==> config.mk <==
export PLATFORM = sky130hd
export DESIGN_NAME = ps2_rx_frame
export DESIGN_NICKNAME = d
export VERILOG_FILES = /design/src/rtl/ps2_pkg.sv /design/src/rtl/ps2_input_sync_filter.sv /design/src/rtl/ps2_rx_frame.sv
export SDC_FILE = /design/constraint.sdc
export NUM_CORES = 1
export LEC_CHECK = 0
export ABC_CLOCK_PERIOD_IN_PS = 4050
export CAP_MARGIN = 20
export CELL_PAD_IN_SITES_DETAIL_PLACEMENT = 0
export CELL_PAD_IN_SITES_GLOBAL_PLACEMENT = 2
export CORE_UTILIZATION = 42
export DETAILED_ROUTE_END_ITERATION = 10
export PLACE_DENSITY_LB_ADDON = 0.1
export SYNTH_ARGS = -nofsm -noshare
export SYNTH_HDL_FRONTEND = slang
export SYNTH_SLANG_ARGS = --single-unit
==> constraint.sdc <==
create_clock -name clk_25MHz -period 4.05 [get_ports clk_25MHz]
set_input_delay 1.215 -clock clk_25MHz [delete_from_list [all_inputs] [get_ports clk_25MHz]]
set_output_delay 1.215 -clock clk_25MHz [all_outputs]
set_load 0.02 [all_outputs]
==> src/rtl/ps2_pkg.sv <==
// ps2_pkg: definitions shared by the PS/2 receive path and the mouse control FSM.
//   - whole-frame constants (ACK, EN_REPORTING) and data-byte constants (BAT_OK, MOUSE_ID,
//     RESET_CMD)
//   - field indices inside an 11-bit frame: [0]=start, [8:1]=data (LSB at 1), [9]=odd parity,
//     [10]=stop
//   - ps2_rx_frame state encoding and the frame validity rule
package ps2_pkg;

  localparam int unsigned FRAME_BITS = 11;

  // Field positions inside a received frame.
  localparam int unsigned START    = 0;
  localparam int unsigned DATA_LSB = 1;
  localparam int unsigned DATA_MSB = 8;
  localparam int unsigned PARITY   = 9;
  localparam int unsigned STOP     = 10;

  // Complete frames as they appear on rx_data.
  localparam logic [FRAME_BITS-1:0] ACK          = 11'b11111110100;  // 0xFA
  localparam logic [FRAME_BITS-1:0] EN_REPORTING = 11'b10111101000;  // 0xF4

  // Data bytes.
  localparam logic [7:0] BAT_OK    = 8'hAA;
  localparam logic [7:0] MOUSE_ID  = 8'h00;
  localparam logic [7:0] RESET_CMD = 8'hFF;

  // rx_data value before the first good frame; an alternating pattern is easy to spot.
  localparam logic [FRAME_BITS-1:0] RX_RESET_VALUE = 11'b10101010101;

  typedef enum logic [1:0] {
    StIdle,
    StRecv,
    StCheck
  } rx_state_e;

  // Start low, stop high, and the data bits plus parity bit hold an odd number of ones.
  function automatic logic frame_ok(input logic [FRAME_BITS-1:0] f);
    return (f[START] == 1'b0) && (f[STOP] == 1'b1) && ((^f[PARITY:DATA_LSB]) == 1'b1);
  endfunction

endpackage

==> src/rtl/ps2_input_sync_filter.sv <==
// ps2_input_sync_filter: conditions the raw open-collector PS/2 pins for the clk_25MHz domain.
//   clk_25MHz    in   system clock
//   reset        in   asynchronous, active-high reset
//   ps2_clk      in   raw PS/2 clock pin (asynchronous)
//   ps2_data     in   raw PS/2 data pin (asynchronous)
//   filtered_clk out  ps2_clk after synchronizing and glitch filtering (idles high)
//   data_s       out  synchronized ps2_data
//   fall_strobe  out  one-cycle pulse after each 1->0 transition of filtered_clk
// The strobe follows a pin falling edge by 2 (sync) + FILTER_LEN + 1 cycles.
module ps2_input_sync_filter
  import ps2_pkg::*;
#(
  parameter int unsigned FILTER_LEN = 8
) (
  input  logic clk_25MHz,
  input  logic reset,
  input  logic ps2_clk,
  input  logic ps2_data,
  output logic filtered_clk,
  output logic data_s,
  output logic fall_strobe
);

  localparam int unsigned FiltW = (FILTER_LEN > 1) ? $clog2(FILTER_LEN) : 1;
  localparam logic [FiltW-1:0] FiltLast = FiltW'(FILTER_LEN - 1);

  logic [1:0]       clk_sync_q;
  logic [1:0]       data_sync_q;
  logic [FiltW-1:0] filt_cnt_q;
  logic             filt_q;
  logic             filt_prev_q;
  logic             strobe_q;
  logic             clk_s;

  assign clk_s = clk_sync_q[1];

  always_ff @(posedge clk_25MHz or posedge reset) begin
    if (reset) begin
      // Both lines idle high on the bus, so the synchronizers start there too.
      clk_sync_q  <= 2'b11;
      data_sync_q <= 2'b11;
      filt_cnt_q  <= '0;
      filt_q      <= 1'b1;
      filt_prev_q <= 1'b1;
      strobe_q    <= 1'b0;
    end else begin
      clk_sync_q  <= {clk_sync_q[0], ps2_clk};
      data_sync_q <= {data_sync_q[0], ps2_data};

      // Count consecutive samples that disagree with the filtered level; any agreeing
      // sample restarts the count, so a glitch shorter than FILTER_LEN never gets through.
      if (clk_s == filt_q) begin
        filt_cnt_q <= '0;
      end else if (filt_cnt_q == FiltLast) begin
        filt_q     <= clk_s;
        filt_cnt_q <= '0;
      end else begin
        filt_cnt_q <= filt_cnt_q + FiltW'(1);
      end

      filt_prev_q <= filt_q;
      strobe_q    <= filt_prev_q & ~filt_q;
    end
  end

  assign filtered_clk = filt_q;
  assign data_s       = data_sync_q[1];
  assign fall_strobe  = strobe_q;

endmodule

==> src/rtl/ps2_rx_frame.sv <==
// ps2_rx_frame: PS/2 receive stage. Assembles 11-bit device-to-host frames and hands them
// to the mouse control FSM.
//   clk_25MHz      in   system clock, 25 MHz
//   reset          in   asynchronous, active-high reset
//   ps2_clk        in   raw PS/2 clock pin (asynchronous)
//   ps2_data       in   raw PS/2 data pin (asynchronous)
//   rx_data        out  last good frame ([0]=start ... [10]=stop), held until the next one
//   data_available out  one-cycle pulse when rx_data is updated
//   err            out  one-cycle pulse on a bad or timed-out frame
//   busy           out  high while a frame is being received and checked
// data_available rises two cycles after the cycle carrying the 11th edge strobe.
module ps2_rx_frame
  import ps2_pkg::*;
#(
  parameter int unsigned FILTER_LEN     = 8,
  parameter int unsigned TIMEOUT_CYCLES = 5000
) (
  input  logic                  clk_25MHz,
  input  logic                  reset,
  input  logic                  ps2_clk,
  input  logic                  ps2_data,
  output logic [FRAME_BITS-1:0] rx_data,
  output logic                  data_available,
  output logic                  err,
  output logic                  busy
);

  localparam int unsigned ToW = (TIMEOUT_CYCLES > 1) ? $clog2(TIMEOUT_CYCLES) : 1;
  localparam logic [ToW-1:0] ToLast   = ToW'(TIMEOUT_CYCLES - 1);
  localparam logic [3:0]     LastBit  = 4'(FRAME_BITS - 1);

  logic                  filtered_clk;
  logic                  data_s;
  logic                  fall_strobe;
  logic                  unused_filtered_clk;

  rx_state_e             state_q;
  logic [3:0]            bit_cnt_q;
  logic [ToW-1:0]        to_cnt_q;
  logic [FRAME_BITS-1:0] shift_q;
  logic [FRAME_BITS-1:0] shift_in;

  ps2_input_sync_filter #(
    .FILTER_LEN (FILTER_LEN)
  ) u_sync_filter (
    .clk_25MHz    (clk_25MHz),
    .reset        (reset),
    .ps2_clk      (ps2_clk),
    .ps2_data     (ps2_data),
    .filtered_clk (filtered_clk),
    .data_s       (data_s),
    .fall_strobe  (fall_strobe)
  );

  // The filtered level itself is only needed by the strobe generator.
  assign unused_filtered_clk = filtered_clk;

  // LSB is sent first, so bits enter at the top; after 11 bits the start bit lands in [0].
  assign shift_in = {data_s, shift_q[FRAME_BITS-1:1]};

  always_ff @(posedge clk_25MHz or posedge reset) begin
    if (reset) begin
      state_q        <= StIdle;
      bit_cnt_q      <= '0;
      to_cnt_q       <= '0;
      shift_q        <= '0;
      rx_data        <= RX_RESET_VALUE;
      data_available <= 1'b0;
      err            <= 1'b0;
      busy           <= 1'b0;
    end else begin
      data_available <= 1'b0;
      err            <= 1'b0;

      unique case (state_q)
        StIdle: begin
          busy <= 1'b0;
          // A strobe with data high is not a start bit and is dropped.
          if (fall_strobe && !data_s) begin
            shift_q   <= shift_in;
            bit_cnt_q <= 4'd1;
            to_cnt_q  <= '0;
            busy      <= 1'b1;
            state_q   <= StRecv;
          end
        end

        StRecv: begin
          if (fall_strobe) begin
            shift_q   <= shift_in;
            bit_cnt_q <= bit_cnt_q + 4'd1;
            to_cnt_q  <= '0;
            if (bit_cnt_q == LastBit) begin
              state_q <= StCheck;
            end
          end else if (to_cnt_q == ToLast) begin
            // Device stopped clocking mid-frame: abandon it.
            err       <= 1'b1;
            bit_cnt_q <= '0;
            to_cnt_q  <= '0;
            busy      <= 1'b0;
            state_q   <= StIdle;
          end else begin
            to_cnt_q <= to_cnt_q + ToW'(1);
          end
        end

        StCheck: begin
          // Any strobe arriving in this single cycle is ignored.
          if (frame_ok(shift_q)) begin
            rx_data        <= shift_q;
            data_available <= 1'b1;
          end else begin
            err <= 1'b1;
          end
          bit_cnt_q <= '0;
          busy      <= 1'b0;
          state_q   <= StIdle;
        end

        default: begin
          bit_cnt_q <= '0;
          busy      <= 1'b0;
          state_q   <= StIdle;
        end
      endcase
    end
  end

endmodule

[After elaboration in Yosys (flattened, before gate mapping)]
Cells that the tools add are included.
Word-level totals
  flip-flop bits (word level): 54
  bits of input ports: 4
  logic and storage cells: 75
  output and inout port bits: 14
Operators by class
  add/subtract/negate cells: 3
  bitwise operators: 4
  mux-type cells: 28
  reduce and logical (&&, ||, !) cells: 14
  equal/unequal tests: 12
Operator list (number)
  $mux 13: 3
  $pmux 13 s2: 1
  $mux 11: 2
  $pmux 11 s2: 1
  $add 13x1->13 const B: 1
  $eq 13x13->1 const B: 1
  $mux 4: 3
  $reduce_and 2->1: 5
  $reduce_xor 9->1: 1
  $mux 1: 8
  $mux 2: 4
  $pmux 4 s2: 1
  $mux 3: 2
  $ne 2x2->1 const B: 3
  $reduce_and 3->1: 2
  $add 4x1->4 const B: 1
  $eq 4x4->1 const B: 1
  $pmux 1 s2: 2
  $pmux 2 s2: 1
  $add 3x1->3 const B: 1
  $eq 3x3->1 const B: 1
  $logic_and 1x1->1: 3
  $ne 3x2->1 const B: 1
  $ne 3x3->1 const B: 1
  9 further kinds: 11

[Longest topological paths before layout]
Gate-level depths: netlist (run 1).
  depth after elaboration: 5
  depth in mapped cells: 9

[Hierarchy]
From an unflattened synthesis (run 1), not the netlist that was laid out.
Second synthesis, totals
  cell total of the unflattened synthesis: 209
  area, all modules: 2491.1 um2
By module, submodules not included
  ps2_rx_frame: times used 1, cells each 190, area each 2150.8 um2
  ps2_input_sync_filter: times used 1, cells each 19, area each 340.3 um2

[Worst setup path before layout (run 1)]
Ideal clock, no wire load.
  path kind: reg2reg
  from: register shift_q[3]
  to: register rx_data[1]
  stages on the path, launching flop included: 7
  buffers on the path: 1
  clock period less this slack: 2.048 ns
  data required time: 3.925 ns
  data arrival time: 1.923 ns
  path slack: 2.002 ns
  library setup time: 0.125 ns
  cell sequence: dfrtp_1 xor2_1 xnor3_1 xnor2_1 or3b_4 buf_6 mux2_4
Between the ends
  longest elaborated chain between the ends: 3
RTL lines
  start, declared: line ps2_rx_frame.sv:40  | logic [FRAME_BITS-1:0] shift_q;
  start signal, assigned: line ps2_rx_frame.sv:80  | shift_q <= shift_in;
  start signal, assigned: line ps2_rx_frame.sv:90  | shift_q <= shift_in;
  $reduce_xor 9->1: line ps2_pkg.sv:38  | return (f[START] == 1'b0) && (f[STOP] == 1'b1) && ((^f[PARITY:DATA_LSB]) == 1'b1);
  $logic_and 1x1->1: line ps2_pkg.sv:38
  $reduce_and 2->1 (no source line)
  end signal, assigned: line ps2_rx_frame.sv:111  | rx_data <= shift_q;
  end, declared: line ps2_rx_frame.sv:22  | output logic [FRAME_BITS-1:0] rx_data,
Every way passes these cells.
A chain may end at the register's enable or synchronous reset.

[Final worst setup path (run 1)]
  from: register rx_data[4]
  to: output port rx_data[4]
No word-level cell between the ends.

==> results of run 1 <==
-- synthesized netlist by cell type (2+ instances only) --
cell	instances	area [sq um]
dfrtp_1	42	1050
nor2_1	18	67.6
nand2_1	16	60.1
o21ai_0	15	75.1
mux2_2	14	158
dfstp_2	12	315
xnor2_1	9	78.8
ha_1	8	100
xor2_1	8	70.1
mux2_4	7	105
inv_1	6	22.5
nand2b_1	6	37.5
nand3_1	5	25.0
and3_1	4	25.0
clkbuf_1	4	15.0
nor2b_1	4	25.0
and2_1	3	18.8
nand4_1	3	18.8
nor2_2	2	12.5
nor3_1	2	10.0
nor3b_1	2	15.0
-- state kept, by name, indices dropped and copies added, names as in the netlist --
signal                      flops
u_sync_filter.clk_sync_q        2
u_sync_filter.filt_prev_q       1
shift_q                        11
state_q                         2
data_available                  1
u_sync_filter.data_sync_q       2
bit_cnt_q                       4
u_sync_filter.fall_strobe       1
u_sync_filter.filtered_clk      1
err                             1
u_sync_filter.filt_cnt_q        3
busy                            1
rx_data                        11
to_cnt_q                       13
-- power groups by stage --
stage | clock, mW | combinational (mW) | sequential, mW
2_1_floorplan | 0 | 0.379 | 0.688
3_3_place_gp | 0 | 0.450 | 0.715
3_5_place_dp | 0 | 0.456 | 0.720
4_1_cts | 0.338 | 0.459 | 0.710
5_1_grt | 0.359 | 0.523 | 0.723
6_report | 0.320 | 0.457 | 0.709
-- metal layers --
metal	global-route usage, %	wire, um	vias up
li1	-	-	764
met1	20.9	2070	775
met2	26.2	2150	29
met3	3.79	125	2
met4	3.27	23	0
met5	0	0	-
-- layout make-up --
class                   instances  area, sq um
clock buffers                   6         82.6
clock inverters                 2         17.5
fillers                       502         2770
inverters                       6         22.5
multi-input cells             147         1090
flip-flops and latches         54         1370
well taps                      72         90.1
repair buffers                 19          198
-- how the worst max path moves through the flow --
stage	cells after the start	slack, ns	endpoint	startpoint
after floorplan	1	1.54	bit_cnt_q[0]	reset
after global placement	3	1.48	u_sync_filter.data_sync_q[0]	reset
after detailed placement	3	1.41	u_sync_filter.filt_prev_q	reset
after CTS	1	1.38	rx_data[4]	rx_data[4]
after global routing	1	1.35	rx_data[6]	rx_data[6]
final	1	1.40	rx_data[4]	rx_data[4]
-- cells by family after synthesis --
family          count (synthesis)  share of synthesized area [%]
fa+ha+maj                       8                           3.99
compound gates                 27                           6.93
mux                            21                           10.5
simple gates                   73                           15.4
flops                          54                           54.5
xor+xnor                       18                           6.83
buf+inv                        11                           1.94
-- stage by stage --
stage	setup WS, ns	power (mW)	util (%)
after floorplan	1.54	1.07	-
after global placement	1.48	1.16	48.7
after detailed placement	1.41	1.18	48.7
after CTS	1.38	1.51	50.5
after global routing	1.35	1.60	50.9
final	1.40	1.49	50.9
-- cells in the final DEF, fill, tap and decap left out, types with 2 or more instances in the layout --
cell type        Yosys  layout
and2_1               3       3
and3_1               4       4
clkbuf_8             0       6
clkdlybuf4s50_1      0      17
clkinv_4             0       2
dfrtp_1             42      42
dfstp_2             12      12
ha_1                 8       8
inv_1                6       5
mux2_2              14      14
mux2_4               7       7
nand2_1             16      16
nand2b_1             6       6
nand3_1              5       5
nand4_1              3       3
nor2_1              18      18
nor2_2               2       2
nor2b_1              4       4
nor3_1               2       2
nor3b_1              2       2
o21ai_0             15      15
xnor2_1              9       9
xor2_1               8       8
==> impl_metrics.env, run 1 <==
export IMPL_outcome="complete, no violations"
export IMPL_synthesis_nets=224
export IMPL_die_area_sq_um=6290
export IMPL_rr_endpoint="shift_q[1]"
export IMPL_grt_pass1_vias=1639
export IMPL_hold_class="reg2reg"
export IMPL_pwr_share_clk_pct=21.5
export IMPL_cp_arrival_ns=1.44
export IMPL_min_path_cells=0
export IMPL_setup_viol=0
export IMPL_port_buffers=17
export IMPL_cts_root_buf="clkbuf_8"
export IMPL_drive_above_1_share_pct=22.2
export IMPL_r2r_setup_slack_ns=1.75
export IMPL_clk_pin_slew_ns=0.10
export IMPL_slew_violations=0
export IMPL_clk_path_buf_depth=2
export IMPL_grt_setup_unrepaired="no"
export IMPL_viasPerCell=5.13
export IMPL_synthArstFlopShare_pct=100
export IMPL_overflow=0
export IMPL_yosys_warnings=0
export IMPL_synth_seq_area_share_pct=54.5
export IMPL_cts_resized=0
export IMPL_die_h_um=79.3
export IMPL_gp_congestion=0.823
export IMPL_cp_buffers_inverters=1
export IMPL_die_x_um=79.3
export IMPL_placed_cells=297
export IMPL_drt_first_pass_iters=4
export IMPL_htree_num_levels=2
export IMPL_crit_slowest_cell="clkdlybuf4s50_1"
export IMPL_fin_skew_ns=0.00536
export IMPL_hold_start="u_sync_filter.clk_sync_q[0]"
export IMPL_area_growth_pct=14.4
export IMPL_p_leak_nw=1.32
export IMPL_p_switching_mw=0.507
export IMPL_avgSynthCellArea_sq_um=11.8
export IMPL_cts_setup_buffers=0
export IMPL_crit_type="reg2out"
export IMPL_synthDistinctLibCells=43
export IMPL_fin_cells=306
export IMPL_comb_power_share_pct=30.7
export IMPL_io_pins=18
export IMPL_clock_sinks=54
export IMPL_wl_um=4360
export IMPL_ys_ff_latch=54
export IMPL_drtIter0Drc=61
export IMPL_vias=1570
export IMPL_cts_buffers=5
export IMPL_ys_flop_type="dfrtp_1"
export IMPL_track_usage_pct=15.8
export IMPL_crit_required_ns=2.83
export IMPL_setup_worst_path_end_class="primary output"
export IMPL_design_area_sq_um=2870
export IMPL_critPathMaxFanout=2
export IMPL_whs_endpoint="u_sync_filter.clk_sync_q[1]"
export IMPL_timing_hold_violations_final=0
export IMPL_timing_rr_start="state_q[1]"
export IMPL_wl_per_cell_um=14.3
export IMPL_path_cells="clkdlybuf4s50_1"
export IMPL_grt_antenna_before_repair=0
export IMPL_post_route_drc_count=0
export IMPL_grt_max_degree=53
export IMPL_tns_ns=0
export IMPL_nNetsFinal=245
export IMPL_cts_hold_buf=0
export IMPL_grt_pass1_wl_um=7740
export IMPL_fmax_mhz=377
export IMPL_placed_area_sq_um=2750
export IMPL_power_internal_mw=0.979
export IMPL_diodes=0
export IMPL_clock_latency_ns=0.30
export IMPL_swShare_pct=34.1
export IMPL_cts_tree="yes"
export IMPL_fin_crit_sh_pct=65.5
export IMPL_crit_path_start_kind="flop"
export IMPL_initial_core_util_pct=44.5
export IMPL_hpwlAfterDp_um=3040
export IMPL_coreArea_sq_um=5640
export IMPL_rows=27
export IMPL_synth_area_sq_um=2510
export IMPL_cpLargestDelayFamily="buffers and inverters"
export IMPL_worst_pin_slew_ns=0.515
export IMPL_cpPeakStageDelay_ns=0.59
export IMPL_cap_violations=0
export IMPL_power_density_nw_per_um2=517
export IMPL_hold_ws_ns=0.362
export IMPL_maxSlewHeadroom_pct=65.7
export IMPL_antenna_left=0
export IMPL_synth_edf_count=0
export IMPL_finalCriticalPeriod_ns=2.65
export IMPL_seqPwrFrac_pct=47.7
export IMPL_synth_cells=212
export IMPL_peakVddDrop_mv=0.219
export IMPL_reg2reg_depth=6
No activity file was read; power rests on OpenSTA's default activity.
==> run 2: changes to the inputs <==
Settings changed: ABC_CLOCK_PERIOD_IN_PS 4050 to 2400, CORE_UTILIZATION 42 to 36.
Clock period 4.05 ns to 2.4 ns, I/O delays scaled along.
==> impl_metrics.env, run 2 (synthesis results as in run 1) <==
export IMPL_peakVddDrop_mv=0.348
export IMPL_slew_violations=0
export IMPL_nNetsFinal=249
export IMPL_coreArea_sq_um=6760
export IMPL_cp_buffers_inverters=1
export IMPL_r2r_setup_slack_ns=0.29
export IMPL_cts_hold_buf=0
export IMPL_grt_setup_unrepaired="no"
export IMPL_outcome="complete, no violations"
export IMPL_final_common_cell="dfrtp_1"
export IMPL_initial_core_util_pct=37.1
export IMPL_fin_skew_ns=0.00799
export IMPL_viasPerCell=4.93
export IMPL_p_leak_nw=1.34
export IMPL_wl_per_cell_um=13.8
export IMPL_grt_max_degree=55
export IMPL_grt_pass1_wl_um=8000
export IMPL_hold_class="reg2reg"
export IMPL_grt_pass1_vias=1642
export IMPL_crit_required_ns=1.68
export IMPL_regArea_sq_um=1370
export IMPL_rows=30
export IMPL_path_cells="clkdlybuf4s50_1"
export IMPL_grt_antenna_before_repair=0
export IMPL_track_usage_pct=14.0
export IMPL_drt_first_pass_iters=4
export IMPL_vias=1569
export IMPL_crit_slowest_cell="clkdlybuf4s50_1"
export IMPL_fmax_mhz=458
export IMPL_worst_pin_slew_ns=0.463
export IMPL_cts_setup_buffers=0
export IMPL_cpPeakStageDelay_ns=0.61
export IMPL_hpwlAfterDp_um=3100
export IMPL_die_area_sq_um=7310
export IMPL_io_pins=18
export IMPL_fin_crit_sh_pct=91.0
export IMPL_clk_path_buf_depth=2
export IMPL_port_buffers=17
export IMPL_antenna_left=0
export IMPL_tns_ns=0
export IMPL_gp_congestion=0.791
export IMPL_cp_arrival_ns=1.46
export IMPL_finalCriticalPeriod_ns=2.18
export IMPL_power_density_nw_per_um2=872
export IMPL_timing_hold_violations_final=0
export IMPL_critPathMaxFanout=2
export IMPL_setup_worst_path_end_class="primary output"
export IMPL_diodes=0
export IMPL_wl_um=4380
export IMPL_post_route_drc_count=0
export IMPL_multi_input_area_sq_um=1090
export IMPL_cts_tree="yes"
export IMPL_clock_latency_ns=0.31
export IMPL_largest_register_ffs=13
export IMPL_cap_violations=0
export IMPL_cts_resized=0
export IMPL_area_growth_pct=15.8
export IMPL_crit_path_start_kind="flop"
export IMPL_reg_top3="to_cnt_q x13, rx_data x11, shift_q x11"
export IMPL_overflow=0
export IMPL_maxSlewHeadroom_pct=69.1
export IMPL_die_x_um=85.5
export IMPL_final_cell_mix="dfrtp_1 (42), nor2_1 (18), clkdlybuf4s50_1 (17)"
export IMPL_nFillCells=637
export IMPL_drtIter0Drc=82
export IMPL_die_h_um=85.5
export IMPL_clock_sinks=54
export IMPL_setup_viol=0
export IMPL_cts_root_buf="clkbuf_8"
export IMPL_crit_type="reg2out"
export IMPL_cts_buffers=5
export IMPL_regMostFlops="to_cnt_q"
export IMPL_clk_pin_slew_ns=0.10
export IMPL_htree_num_levels=2
export IMPL_fin_util_pct=43.0
export IMPL_cpLargestDelayFamily="buffers and inverters"
export IMPL_drive_above_1_share_pct=23.5
run 2: cell types whose count changed in the layout (fill, tap and decap cells not counted):
| cell | delta |
|---|---|
| clkinv_4 | -1 |
| inv_6 | +2 |
| buf_4 | +4 |
| clkbuf_8 | -1 |
run 2: layer usage:
metal	track usage, %	up-vias	share of wire [%]
li1	-	777	-
met2	20.7	25	45
met1	20.2	760	51
met5	0	-	0
met3	2.92	7	3.3
met4	5.45	0	1.6
run 2: final cells by class:
class,instances,area share (%)
inverters,6,0.775
flip-flops and latches,54,47.0
clock inverters,3,0.904
repair buffers,23,7.84
clock buffers,5,2.37
multi-input cells,147,37.6
well taps,80,3.45
run 2: per-stage QoR:
stage	instances	setup slack [ns]	power, mW	hold slack (ns)	cell area (sq um)
6_report	318	0.216	2.53	0.364	2910
5_1_grt	318	0.168	2.75	0.369	2910
4_1_cts	318	0.199	2.58	0.365	2910
3_5_place_dp	310	0.291	2.03	0.348	2810
3_3_place_gp	310	0.317	2.02	0.348	2810
2_1_floorplan	212	0.352	1.80	0.345	2510
run 2: worst reg2reg max path, stage by stage (launching register included):
cell,delay [ns]
dfrtp_1,0.43
xor2_1,0.18
xnor3_1,0.42
xnor2_1,0.14
or3b_4,0.51
mux2_4,0.33
run 2: where the power goes:
group	switching [mW]	leakage [nW]	internal (mW)
Clock	0.318	0.0491	0.215
Combinational	0.417	0.599	0.392
Sequential	0.134	0.692	1.06
Total	0.869	1.34	1.66
run 2: path summary, 6_finish.rpt:
check / from / endpoint / cells past startpoint
worst max register to register: shift_q[3] / rx_data[1] / 5
max in group asynchronous: reset / u_sync_filter.data_sync_q[0] / 3
worst min-delay path: u_sync_filter.data_sync_q[0] / u_sync_filter.data_sync_q[1] / 0
min in group asynchronous: reset / u_sync_filter.filt_cnt_q[1] / 3
worst max-delay path: rx_data[4] / rx_data[4] / 1
worst min register to register: u_sync_filter.data_sync_q[0] / u_sync_filter.data_sync_q[1] / 0
==> run 3: changes to the inputs <==
Settings changed: ABC_CLOCK_PERIOD_IN_PS 2400 to 1800, CORE_UTILIZATION 36 to 38, DONT_BUFFER_PORTS from default to 1, PLACE_DENSITY from default to 0.83, PLACE_DENSITY_LB_ADDON 0.1 to default.
Clock period 2.4 ns to 1.8 ns, I/O delays scaled along.
==> impl_metrics.env, run 3 (synthesis results as in run 1) <==
export IMPL_outcome="complete, but fails checks"
export IMPL_violations="setup timing"
export IMPL_power_total_mw=3.96
export IMPL_cp_buffers_inverters=0
export IMPL_diodes=0
export IMPL_io_pins=18
export IMPL_coreArea_sq_um=6350
export IMPL_drt_first_pass_iters=4
export IMPL_crit_required_ns=2.00
export IMPL_cts_buffers=5
export IMPL_cap_violations=0
export IMPL_vias=1686
export IMPL_fin_ws_ns=-0.286
export IMPL_slew_violations=0
export IMPL_wl_per_cell_um=14.4
export IMPL_nFillCells=552
export IMPL_wl_um=4810
export IMPL_cpLargestDelayFamily="XOR/XNOR gates"
export IMPL_nNetsFinal=267
export IMPL_overflow=0
export IMPL_crit_path_start_kind="flop"
export IMPL_p_leak_nw=1.51
export IMPL_hold_class="in2async"
export IMPL_cts_hold_buf=0
export IMPL_regArea_sq_um=1370
export IMPL_cts_root_buf="clkbuf_8"
export IMPL_track_usage_pct=14.8
export IMPL_gp_congestion=0.772
export IMPL_initial_core_util_pct=39.5
export IMPL_tns_ns=-3.53
export IMPL_path_cells="xnor2_1 > xnor3_1 > xnor2_2 > or3b_4 > mux2_4"
export IMPL_clk_path_buf_depth=2
export IMPL_fin_cells=333
export IMPL_cp_arrival_ns=2.29
export IMPL_reg_top3="to_cnt_q x13, rx_data x11, shift_q x11"
export IMPL_clock_sinks=54
export IMPL_peakVddDrop_mv=0.519
export IMPL_clk_pin_slew_ns=0.10
export IMPL_maxSlewHeadroom_pct=68.5
export IMPL_drive_above_1_share_pct=48.0
export IMPL_grt_antenna_before_repair=0
export IMPL_rows=29
export IMPL_htree_num_levels=2
export IMPL_grt_pass1_vias=1639
export IMPL_multi_input_area_sq_um=1290
export IMPL_crit_type="reg2reg"
export IMPL_grt_max_degree=35
export IMPL_finalCriticalPeriod_ns=2.09
export IMPL_fmax_mhz=479
export IMPL_die_area_sq_um=6930
export IMPL_hpwlAfterDp_um=3290
export IMPL_cts_tree="yes"
export IMPL_drtIter0Drc=49
export IMPL_fin_crit_sh_pct=116
export IMPL_die_h_um=83.3
export IMPL_port_buffers=0
export IMPL_place_ws_ns=-0.305
export IMPL_timing_hold_violations_final=0
export IMPL_placed_cells=317
export IMPL_setup_worst_path_end_class="flop"
export IMPL_grt_pass1_wl_um=8090
export IMPL_area_growth_pct=28.7
export IMPL_fin_util_pct=50.8
export IMPL_post_route_drc_count=0
export IMPL_final_cell_mix="dfrtp_1 (42), buf_4 (31), nand2_1 (15)"
export IMPL_power_density_nw_per_um2=1230
export IMPL_clock_latency_ns=0.31
export IMPL_antenna_left=0
export IMPL_r2r_setup_slack_ns=-0.29
export IMPL_die_x_um=83.3
export IMPL_fin_skew_ns=0.00716
export IMPL_largest_register_ffs=13
export IMPL_viasPerCell=5.06
export IMPL_setup_viol=27
export IMPL_critPathMaxFanout=6
export IMPL_grt_setup_unrepaired="yes"
export IMPL_crit_slowest_cell="xnor3_1"
export IMPL_cpPeakStageDelay_ns=0.46
export IMPL_worst_pin_slew_ns=0.472
export IMPL_regMostFlops="to_cnt_q"
export IMPL_final_common_cell="dfrtp_1"
[run 3: layout make-up]
| cell class | instances | share of cell area (%) |
|---|---|---|
| tap | 77 | 2.98 |
| sequential | 54 | 42.3 |
| clock inverter | 2 | 0.543 |
| multi-input combinational | 148 | 39.9 |
| clock buffer | 6 | 2.56 |
| timing repair buffer | 40 | 10.9 |
| inverter | 6 | 0.814 |
[run 3: where the power goes]
group / switching [mW] / total (mW) / leakage (nW) / internal (mW)
clock: 0.406 / 0.723 / 0.0514 / 0.318
sequential: 0.155 / 1.57 / 0.692 / 1.41
combinational: 0.813 / 1.67 / 0.763 / 0.855
total: 1.37 / 3.96 / 1.51 / 2.58
[run 3: path summary, 6_finish.rpt]
check	start	endpoint	cells past startpoint
worst max-delay path	shift_q[5]	rx_data[9]	5
worst min-delay path	reset	u_sync_filter.filt_cnt_q[2]	1
worst max register to register	shift_q[5]	rx_data[9]	5
worst min register to register	u_sync_filter.clk_sync_q[0]	u_sync_filter.clk_sync_q[1]	0
max in group asynchronous	reset	rx_data[10]	2
min in group clk_25MHz	ps2_data	u_sync_filter.data_sync_q[0]	0
[run 3: repair_timing]
item | CTS | global route
gates cloned | 1 | 0
setup endpoints to repair | 26 | 42
setup buffers | 5 | 3
pin swaps | 20 | 21
resized for setup | 18 | 32
[run 3: per-layer routing]
layer	share of wire, %	global-route usage (%)
met5	0	0
met4	1.0	5.64
met3	3.1	3.58
met2	49	23.0
met1	46	20.0
[run 3: metrics by stage]
stage / area, sq um / hold slack (ns)
floorplan: 2580 / 0.345
global placement: 2890 / 0.347
detailed placement: 2890 / 0.350
CTS: 3090 / 0.109
global route: 3230 / 0.135
finish: 3230 / 0.112
[run 3: worst reg2reg max path, delay by kind of cell, from the launching register on]
| kind | cells | cell delay (ns) |
|---|---|---|
| xor+xnor | 3 | 0.80 |
| flops | 1 | 0.40 |
| mux | 1 | 0.32 |
| simple gates | 1 | 0.46 |
